File: src/rtl/hex_display_bank.sv
// hex_display_bank: registered multi-digit active-low seven-segment driver.
// Ports: clk, rst (sync, active high); load captures value/mode/dash_mask/blink_mask;
// load_ack pulses the cycle after a capture; seg carries 7 active-low bits per digit (g..a).
// Define HEXDISP_BLINK_EN to build the blink prescaler and apply blink_mask.
module hex_display_bank #(
  parameter int DIGITS = 6,
  parameter int BLINK_DIV = 25000000
) (
  input  logic                  clk,
  input  logic                  rst,
  input  logic                  load,
  input  logic [4*DIGITS-1:0]   value,
  input  logic [1:0]            mode,
  input  logic [DIGITS-1:0]     dash_mask,
  input  logic [DIGITS-1:0]     blink_mask,
  output logic                  load_ack,
  output logic [7*DIGITS-1:0]   seg
);
  localparam logic [111:0] GLYPHS = {7'h0E, 7'h06, 7'h21, 7'h46, 7'h03, 7'h08, 7'h10, 7'h00,
                                     7'h78, 7'h02, 7'h12, 7'h19, 7'h30, 7'h24, 7'h79, 7'h40};
  logic [4*DIGITS-1:0] value_q;
  logic [1:0]          mode_q;
  logic [DIGITS-1:0]   dash_q;
  logic [DIGITS-1:0]   blink_now;
  logic                load_ack_q;
  logic [7*DIGITS-1:0] seg_q, seg_d;
`ifdef HEXDISP_BLINK_EN
  localparam int CW = $clog2(BLINK_DIV);
  logic [CW-1:0]     cnt_q;
  logic              phase_q;
  logic [DIGITS-1:0] blink_q;
  logic              wrap;
  assign wrap = cnt_q == CW'(BLINK_DIV - 1);
  always_ff @(posedge clk)
    if (rst) begin
      cnt_q   <= '0;
      phase_q <= 1'b0;
      blink_q <= '0;
    end else begin
      cnt_q   <= wrap ? '0 : cnt_q + 1'b1;
      phase_q <= phase_q ^ wrap;
      if (load) blink_q <= blink_mask;
    end
  assign blink_now = phase_q ? blink_q : '0;
`else
  logic unused_blink;
  assign unused_blink = ^blink_mask ^ (BLINK_DIV < 2);
  assign blink_now = '0;
`endif
  // lead stays set while every digit from the top down to i is zero; digit 0 never counts as leading
  always_comb begin
    logic       lead;
    logic [3:0] nib;
    logic [6:0] hex;
    lead  = 1'b1;
    nib   = '0;
    hex   = '0;
    seg_d = '1;
    for (int i = DIGITS - 1; i >= 0; i--) begin
      nib  = value_q[4*i +: 4];
      hex  = GLYPHS[7*nib +: 7];
      lead = lead && nib == 4'd0 && i != 0;
      seg_d[7*i +: 7] = (blink_now[i] || mode_q == 2'b11 || (mode_q == 2'b01 && lead)) ? 7'h7F :
                        (mode_q == 2'b10 && dash_q[i]) ? 7'h3F : hex;
    end
  end
  always_ff @(posedge clk)
    if (rst) begin
      value_q    <= '0;
      mode_q     <= 2'b11;
      dash_q     <= '0;
      load_ack_q <= 1'b0;
      seg_q      <= '1;
    end else begin
      if (load) begin
        value_q <= value;
        mode_q  <= mode;
        dash_q  <= dash_mask;
      end
      load_ack_q <= load;
      seg_q      <= seg_d;
    end
  assign load_ack = load_ack_q;
  assign seg      = seg_q;
endmodule

File: config.mk
export PLATFORM = sky130hd
export DESIGN_NAME = hex_display_bank
export DESIGN_NICKNAME = d
export VERILOG_FILES = /design/src/rtl/hex_display_bank.sv
export SDC_FILE = /design/constraint.sdc
export NUM_CORES = 1
export LEC_CHECK = 0
export CORE_MARGIN = 3
export CORE_UTILIZATION = 45
export DETAILED_ROUTE_END_ITERATION = 10
export PLACE_DENSITY_LB_ADDON = 0.12
export SYNTH_ARGS = -nofsm -noshare
export SYNTH_HDL_FRONTEND = slang
export SYNTH_SLANG_ARGS = --single-unit
File: constraint.sdc
create_clock -name clk -period 2.2 [get_ports clk]
set_input_delay 0.44 -clock clk [delete_from_list [all_inputs] [get_ports clk]]
set_output_delay 0.44 -clock clk [all_outputs]
set_load 0.05 [all_outputs]
; ---- After elaboration in Yosys (flattened, before gate mapping)
; Index checks and enable logic that the tools add are counted.
[op_classes]
mux = 6
n_shift = 6
n_reduce_logical = 37
n_eq_ne = 3
multipliers = 6
[op_table]
columns = operator, count
row1 = 112-bit by 8-bit variable part select with 7-bit output (first input constant), 6
row2 = 3-bit by 4-bit multiplier with 7-bit output (first input constant), 6
row3 = 7-bit two-way mux, 6
row4 = 4-bit logical NOT, 5
row5 = 3-bit OR reduction, 6
row6 = 1-bit logical AND, 15
row7 = 2-bit OR reduction, 6
row8 = 1-bit logical OR, 5
row9 = 2-bit equality test (second input constant), 2
row10 = 2-bit by 1-bit equality test with 1-bit output (second input constant), 1
[word_totals]
ff_bits = 75
wordCells = 74

; ---- Depth between registers and ports, before layout
[depth]
word_depth = 8
ltp_mapped = 7

; ---- Least setup slack after synthesis
; Ideal clock, no wire load.
[synth_timing]
kind = register to register
startpoint = register value_q[20]
endpoint = register seg_q[14], in the netlist seg[14]
t_required_ps = 2058
slack_ps = 382
arrival_time_ps = 1676
period_less_slack_ps = 1818
stages_incl_launch_ff = 8
n_path_buf = 1
path_cell_list = dfxtp_1 inv_1 ha_1 and4bb_4 and4_1 buf_6 a221oi_4 o311ai_1
[synth_between]
elab_chain_cells = 7
[synth_rtl]
columns = element, line_no
row1 = from (decl), 21  ; logic [4*DIGITS-1:0] value_q;
row2 = from (signal assigned), 76  ; value_q <= value;
row3 = 4-bit logical NOT, 62  ; lead = lead && nib == 4'd0 && i != 0;
row4 = 1-bit logical AND (3 in series), 62
row5 = 1-bit logical AND, 63  ; seg_d[7*i +: 7] = (blink_now[i] || mode_q == 2'b11 || (mode_q == 2'b01 && lead)) ? 7'h7F :
row6 = 1-bit logical OR, 63
row7 = 3-bit OR reduction (no line), --
row8 = to (signal assigned), 81  ; seg_q <= seg_d;
row9 = to (decl), 26  ; logic [7*DIGITS-1:0] seg_q, seg_d;
; No other way between the ends.
; A chain may end at the register's enable or synchronous reset.

; ---- Final worst setup path
[layout_timing]
startpoint = register value_q[20]
endpoint = register seg_q[11], in the netlist seg[11]
[layout_between]
elab_chain_cells = 8
[layout_rtl]
columns = element, line_no
row1 = 4-bit logical NOT, 62
row2 = 1-bit logical AND (4 in series), 62
row3 = 1-bit logical AND, 63
row4 = 1-bit logical OR, 63
row5 = 3-bit OR reduction (no line), --
; No other way between the ends.

==> run metrics <==
outcome finished clean; CP Data Arrival Time 2270 ps; GRT Util Overall 16.7%; min-delay worst type flop to flop; CP max stage delay 440 ps; vias in the first global route ~2900; DR DRC count 0; synth unique cells 38; Clock H-tree levels 3; Slowest-stage cell, CP dfxtp_1; die width 96.9 um; FF-to-FF Start value_q[20]; Fillers slightly above 700; met2 GRT Util between 20% and 30%; Buf/Inv on CP 1; Vias around 3000; final instance count without filler cells slightly below 600; P_leak around 1.9 nW; ratio of cells with drive above 1 in the final layout under 10%; Area growth syn-to-layout 30.2%; Via density around 5.2; final hold vios 0; syn_area_per_cell slightly above 9 um2; YS warnings 0; min-delay src dash_q[4]; RSZ-0062 raised after global routing no; grt peak-use layer met2; Synthesized Nets around 480; Crit. End Element flop; worst setup path class flop to flop; met3 global-route usage under 10%; Buffers on Ports between 70 and 80; post-layout min period a little over 2000 ps; Max clock buf depth 2; Ports 84; Starting Density a little under half; Mapped Area between 3000 and 4000 um2; CP top delay family compound AO/OA/AOI/OAI gates; Core ar. just under 8000 um2; DRT iter0 DRCs around 140; CTS tree done; clock root buffer master clkbuf_8; P_sw 1.02 mW; antenna viol nets, final 0; die height 96.9 um; CP startpoint kind flop; largest net degree at the start of global routing 20; Comb pwr share roughly 22%; FMAX between 0.4 and 0.5 GHz; Seq pwr share a little over two fifths; register area share after synthesis around 40%; average routed wire per standard cell 13.3 um; cells after synthesis 404; CTS Buf Count 9; Setup-failing EPs final 0; PwrDens between 700 and 800 nW/um2; # nets final approximately 550; Slew Limit Fails 0; Worst-path clk slew about 80 ps; DR pass1 iterations 4; clock skew about 12 ps; Seq cells post-synth 75; relative slew slack between 60% and 70%; DP HPWL 5.86 mm; crit share post-route 94.2%; CP startpoint value_q[20]; internal power 2.53 mW; crit-path cells inv_1 -> ha_1 -> and4bb_4 -> and4_1 -> a41oi_2 -> o311ai_0; maximum vdd drop between 300 and 400 uV; worst-skew pair later-pin latency around 340 ps; dpl cells 570; total wire length between 7 and 8 mm; Sw Share between 20 and 30%; Clk pwr share 35.0%; met1 usage between 10% and 20%; required time of the critical path approximately 2400 ps; Antenna Cells 0; clock tree sinks 75; first-pass GRT wire length 13.2 mm; initial antenna violation count 0; GR Overflow Total 0; Rows 32; gpl congestion between 0.8 and 0.9; Setup TNS 0 ps; die area roughly 9400 um2; CP max FO 6; Least-Margin Pin Slew approximately 570 ps; MaxCap Viol Count 0
## power by group through the flow
stage | registers (mW) | clock network [mW] | logic, mW
global route | 1.55 | 1.34 | 0.830
floorplan | 1.75 | 0 | 0.321
global placement | 1.56 | 0 | 0.762
detailed placement | 1.57 | 0 | 0.774
CTS | 1.53 | 1.29 | 0.776
finish | 1.53 | 1.24 | 0.770
## final cells by class
type | count | area, um2 | area share [%]
Sequential cell | 75 | 1500 | 31.0
Clock inverter | 3 | 67.6 | 1.40
Inverter | 20 | 75.1 | 1.55
Multi-Input combinational cell | 285 | 2030 | 41.9
Timing Repair Buffer | 88 | 861 | 17.8
Tap cell | 102 | 128 | 2.64
Clock buffer | 13 | 179 | 3.70
## cells in the mapped netlist
cell type,number,area share [%]
dfxtp_1,75,40
nor2_1,51,5.1
nand2_1,36,3.6
mux2i_1,33,8.9
ha_1,31,10
o211ai_1,22,4.4
inv_1,20,2.0
nand2b_1,18,3.0
clkbuf_1,17,1.7
o21ai_0,17,2.3
o311ai_0,13,3.1
nand3_1,10,1.3
nor2b_1,7,1.2
a21o_1,5,1.0
a21oi_1,5,0.67
buf_2,5,0.67
nand3b_1,5,1.0
a211o_1,3,0.71
a22oi_1,3,0.61
a32oi_1,3,0.71
o311ai_1,3,0.71
a21boi_0,2,0.40
and3_1,2,0.34
buf_6,2,0.61
mux2_2,2,0.61
o21a_1,2,0.40
a211oi_2,1,0.34
a211oi_4,1,0.54
a221oi_4,1,0.71
a41oi_2,1,0.44
and4_1,1,0.24
and4bb_4,1,0.44
nand4_1,1,0.17
nor3_1,1,0.13
nor3b_1,1,0.20
nor4b_2,1,0.40
o31ai_1,1,0.20
or3_1,1,0.17
## per-stage QoR
stage	hold WS (ps)	worst slack, ps	power (mW)	utilization (%)	instance area [um2]
floorplan	460	382	2.07	-	3720
global placement	474	168	2.33	58.2	4590
detailed placement	498	110	2.34	58.2	4590
CTS	520	108	3.60	61.4	4840
global route	559	9.17	3.72	61.4	4840
finish	519	128	3.55	61.4	4840
## kinds of logic (layout without fill, tap and decap cells)
logic type	count (synthesis)	count (layout)	synth area share, %
AOI/OAI and AO/OA	83	83	17.2
adders and majority gates	31	31	10.4
buffers and inverters	44	124	5.01
DFF	75	75	40.4
muxes	35	35	9.49
and+or+nand+nor	136	136	17.4
## routing by layer
metal | vias up | wire length, um
met5 | - | 0
met4 | 0 | 113
met3 | 10 | 271
met2 | 54 | 3850
met1 | 1410 | 3540
li1 | 1564 | -
## sequential cells by signal (all words and copies together), names as in the netlist
signal and cells:
seg 42, dash_q 6, load_ack 1, mode_q 2
value_q 24
## tightest hold or removal path, stage by stage, from the launching register on
cell     delay, ps
dfxtp_1        340
mux2i_1         70
nor2_1          80
## path summary, 6_finish.rpt
kind | to | slack (ps) | cells after the start
min reg2reg | dash_q[4] | 520 | 2
min | dash_q[4] | 520 | 2
max | seg[11] | 130 | 6
max reg2reg | seg[11] | 130 | 6
## layout by cell type, fill, tap and decap left out, types with 3 or more instances in the layout
master / n
o311ai_1: 3
o311ai_0: 13
clkdlybuf4s50_1: 76
o211ai_1: 22
a32oi_1: 3
a211o_1: 3
buf_4: 10
nand3b_1: 5
o21ai_0: 17
ha_1: 31
nand2b_1: 18
inv_1: 20
nor2b_1: 7
dfxtp_1: 75
nand2_1: 36
clkbuf_8: 13
a22oi_1: 3
a21o_1: 5
nand3_1: 10
mux2i_1: 33
nor2_1: 51
a21oi_1: 5
## what timing repair did
action | in CTS | in global routing
setup buffers | 0 | 0
resized for setup | 0 | 0
hold buffers | 0 | 0
endpoints found under the setup margin | 0 | 1
(Power assumes the default switching activity.)
==> edit: new RTL, config.mk and constraints unchanged <==
Put one more register stage on the output `seg`, without a reset. The value now appears one clock later. The other outputs are not delayed to match. Comments in the files are not updated.
--- a/src/rtl/hex_display_bank.sv
+++ b/src/rtl/hex_display_bank.sv
@@ -81,6 +81,8 @@
       seg_q      <= seg_d;
     end
   assign load_ack = load_ack_q;
-  assign seg      = seg_q;
+  always_ff @(posedge clk) begin
+    seg <= seg_q;
+  end
 endmodule
 
Function: changed (Yosys sat finds a counterexample within 4 cycles, from zero or initial values and one cycle with rst high).
==> edit against the unedited design <==
Routed wire length increased by 18%; clock power increased by 85%; total power increased by 54%; sequential cell count increased by 42; worst setup slack got worse by 57 ps; area after synthesis increased by 21%; cell area increased by 24%; global-route usage increased by 0.67 points; sequential power increased by 54%; critical endpoint is now seg_q[25].
==> edit: results (changes against the unedited design) <==
Status
The flow ran to the end, and the final reports show no timing, DRC or antenna violations.

Placement
The global placement routability congestion is 0.887 (+7.2%). The pre-CTS setup slack is -16.2 ps (-126 ps). The total instance count after detailed placement is 651 (+14%).

The placed wire-length estimate after detailed placement is 6.39 mm (+9.0%).

Routing
The length of the first detailed-routing pass in iterations is 6 (+2). The via count of the routed design is 3397 (+12%). The number of DRC markers in iteration 0 is 127 (-11%).

The average wire per cell in the routed design is 13.4 um (+0.86%). The sum of routed wire length over all layers was 9.15 mm (+18%).

Final layout
The number of nets in the layout is 613 (+11%). The fill cell total of the finished layout came to 810 (+13%). The share of cells above drive strength 1 is 0.0995 (+0.0251).

Synthesis
The distinct cell type count after synthesis is 36 (-5.3%). The share of the synthesized area in compound gates (AO/OA/AOI/OAI) was 0.118 (-0.0539). The mux share of post-synthesis cell area is 0.0764 (-0.0186).

The post-synthesis sequential area ratio is 0.522 (+0.118). The adder-cell area share of the yosys netlist is 0.0864 (-0.0179). In the post-synthesis netlist, the biggest area contributors are dfxtp_1 52%, ha_1 8.6%, mux2i_1 7.1%, nor2_1 4.3%, o211ai_1 3.0%. The average instance area after synthesis was 10.1 sq um (+9.4%).

The XOR/XNOR share of the synthesized area is 0 (unchanged). The commonest cells after synthesis are 117 x dfxtp_1, 52 x nor2_1, 33 x nand2_1. The number of nets produced by synthesis is 518 (+8.8%).

Hold path
In this run the worst hold path is classified as reg -> reg.

Global routing
The overall global routing resource usage is 0.174 (+0.00671). The global-route wire length before repair is 15.3 mm (+16%). The via count of the first global-routing pass was 3246 (+12%). The largest net degree at the start of global routing is 36 (+80%). The initial antenna violation count came to 1 (+1).

CTS
The buffer depth of the longest clock path is 2 (unchanged). The clock transition time at the flip-flop clock pins of the worst setup and hold paths is 60 ps (-20 ps). The clock latency at the later pin of the worst-skew pair is 520 ps (+180 ps). The maximum level of the CTS H-tree was 4 (+1). The number of CTS-inserted buffers is 17 (+8).

Worst setup path
The master of the slowest instance on the critical path is nor3b_1. The kind of cell with the highest combined delay along the critical path is simple AND/OR/NAND/NOR gates. The data arrival at the endpoint of the critical path is 2480 ps (+210 ps). The stage delay of the slowest cell on the critical path is 660 ps (+220 ps).

Timing
The transition time at the pin with the least slew margin is 758 ps (+187 ps). The clock skew after layout is 6.13 ps (-5.38 ps).

Power
The reported leakage power was 2.46 nW (+28%). The maximum vdd drop was 0.543 mV (+54%).
[edit: changes by cell type after synthesis, moves of 3 or more]
cell / unedited run / this run
nor3_1: 1 / 4
nand2b_1: 18 / 21
nand2_1: 36 / 33
dfxtp_1: 75 / 117
and2_1: 0 / 3
o211ai_1: 22 / 18
o311ai_1: 3 / 14
o311ai_0: 13 / 0
nand3_1: 10 / 14
inv_2: 0 / 3
[edit: worst register-to-register path, stage by stage (launching register included)]
cell and delay, ps:
dfxtp_1 420, inv_1 110, ha_1 230, or3b_4 270, nor4_4 60, nor3b_1 660, o311ai_1 230
[edit: what timing repair did]
item	in CTS	in global routing
resized for setup	0	2
hold buffers	0	0
endpoints found under the setup margin	0	15
[edit: cell type report]
type                            count  area (sq um)  share of cell area
Clock inverter                     10          60.1              0.0100
Clock buffer                       21           439              0.0732
Inverter                           21          78.8              0.0131
Sequential cell                   117          2340               0.390
Timing Repair Buffer               96           921               0.153
Antenna cell                        1          2.50            0.000417
Multi-Input combinational cell    288          2000               0.333
Tap cell                          129           161              0.0269
[edit: kinds of logic (layout without fill, tap and decap cells)]
kind of cell | count (synthesis) | after routing
other cells | 0 | 1
flops | 117 | 117
mux | 34 | 34
compound gates | 75 | 75
fa+ha+maj | 31 | 31
simple gates | 148 | 148
buf+inv | 41 | 148
[edit: power breakdown]
| part | internal [W] | leakage (nW) | switching, W |
|---|---|---|---|
| Combinational | 0.000330 | 1.25 | 0.000486 |
| Clock | 0.00139 | 0.239 | 0.000907 |
| Sequential | 0.00228 | 0.967 | 0.0000721 |
| Total | 0.00400 | 2.46 | 0.00147 |
[edit: path summary, 6_finish.rpt]
check               to   startpoint  slack [ps]  depth (start not counted)
max          seg_q[25]  value_q[17]          70                          6
min            seg[27]    seg_q[27]         320                          0
max reg2reg  seg_q[25]  value_q[17]          70                          6
min reg2reg    seg[27]    seg_q[27]         320                          0
[edit: routing by layer]
layer  part of all wire  up-vias  global-route usage
li1                   -     1723                   -
met1               0.44     1560               0.208
met2               0.48       92               0.281
met3              0.050       22              0.0521
met4              0.026        0              0.0925
met5                  0        -                   0
[edit: per-stage QoR]
stage               area [sq um]  power (W)
CTS                         5990    0.00552
global placement            5490    0.00320
detailed placement          5490    0.00321
global route                6000    0.00571
finish                      6000    0.00546
floorplan                   4490    0.00291
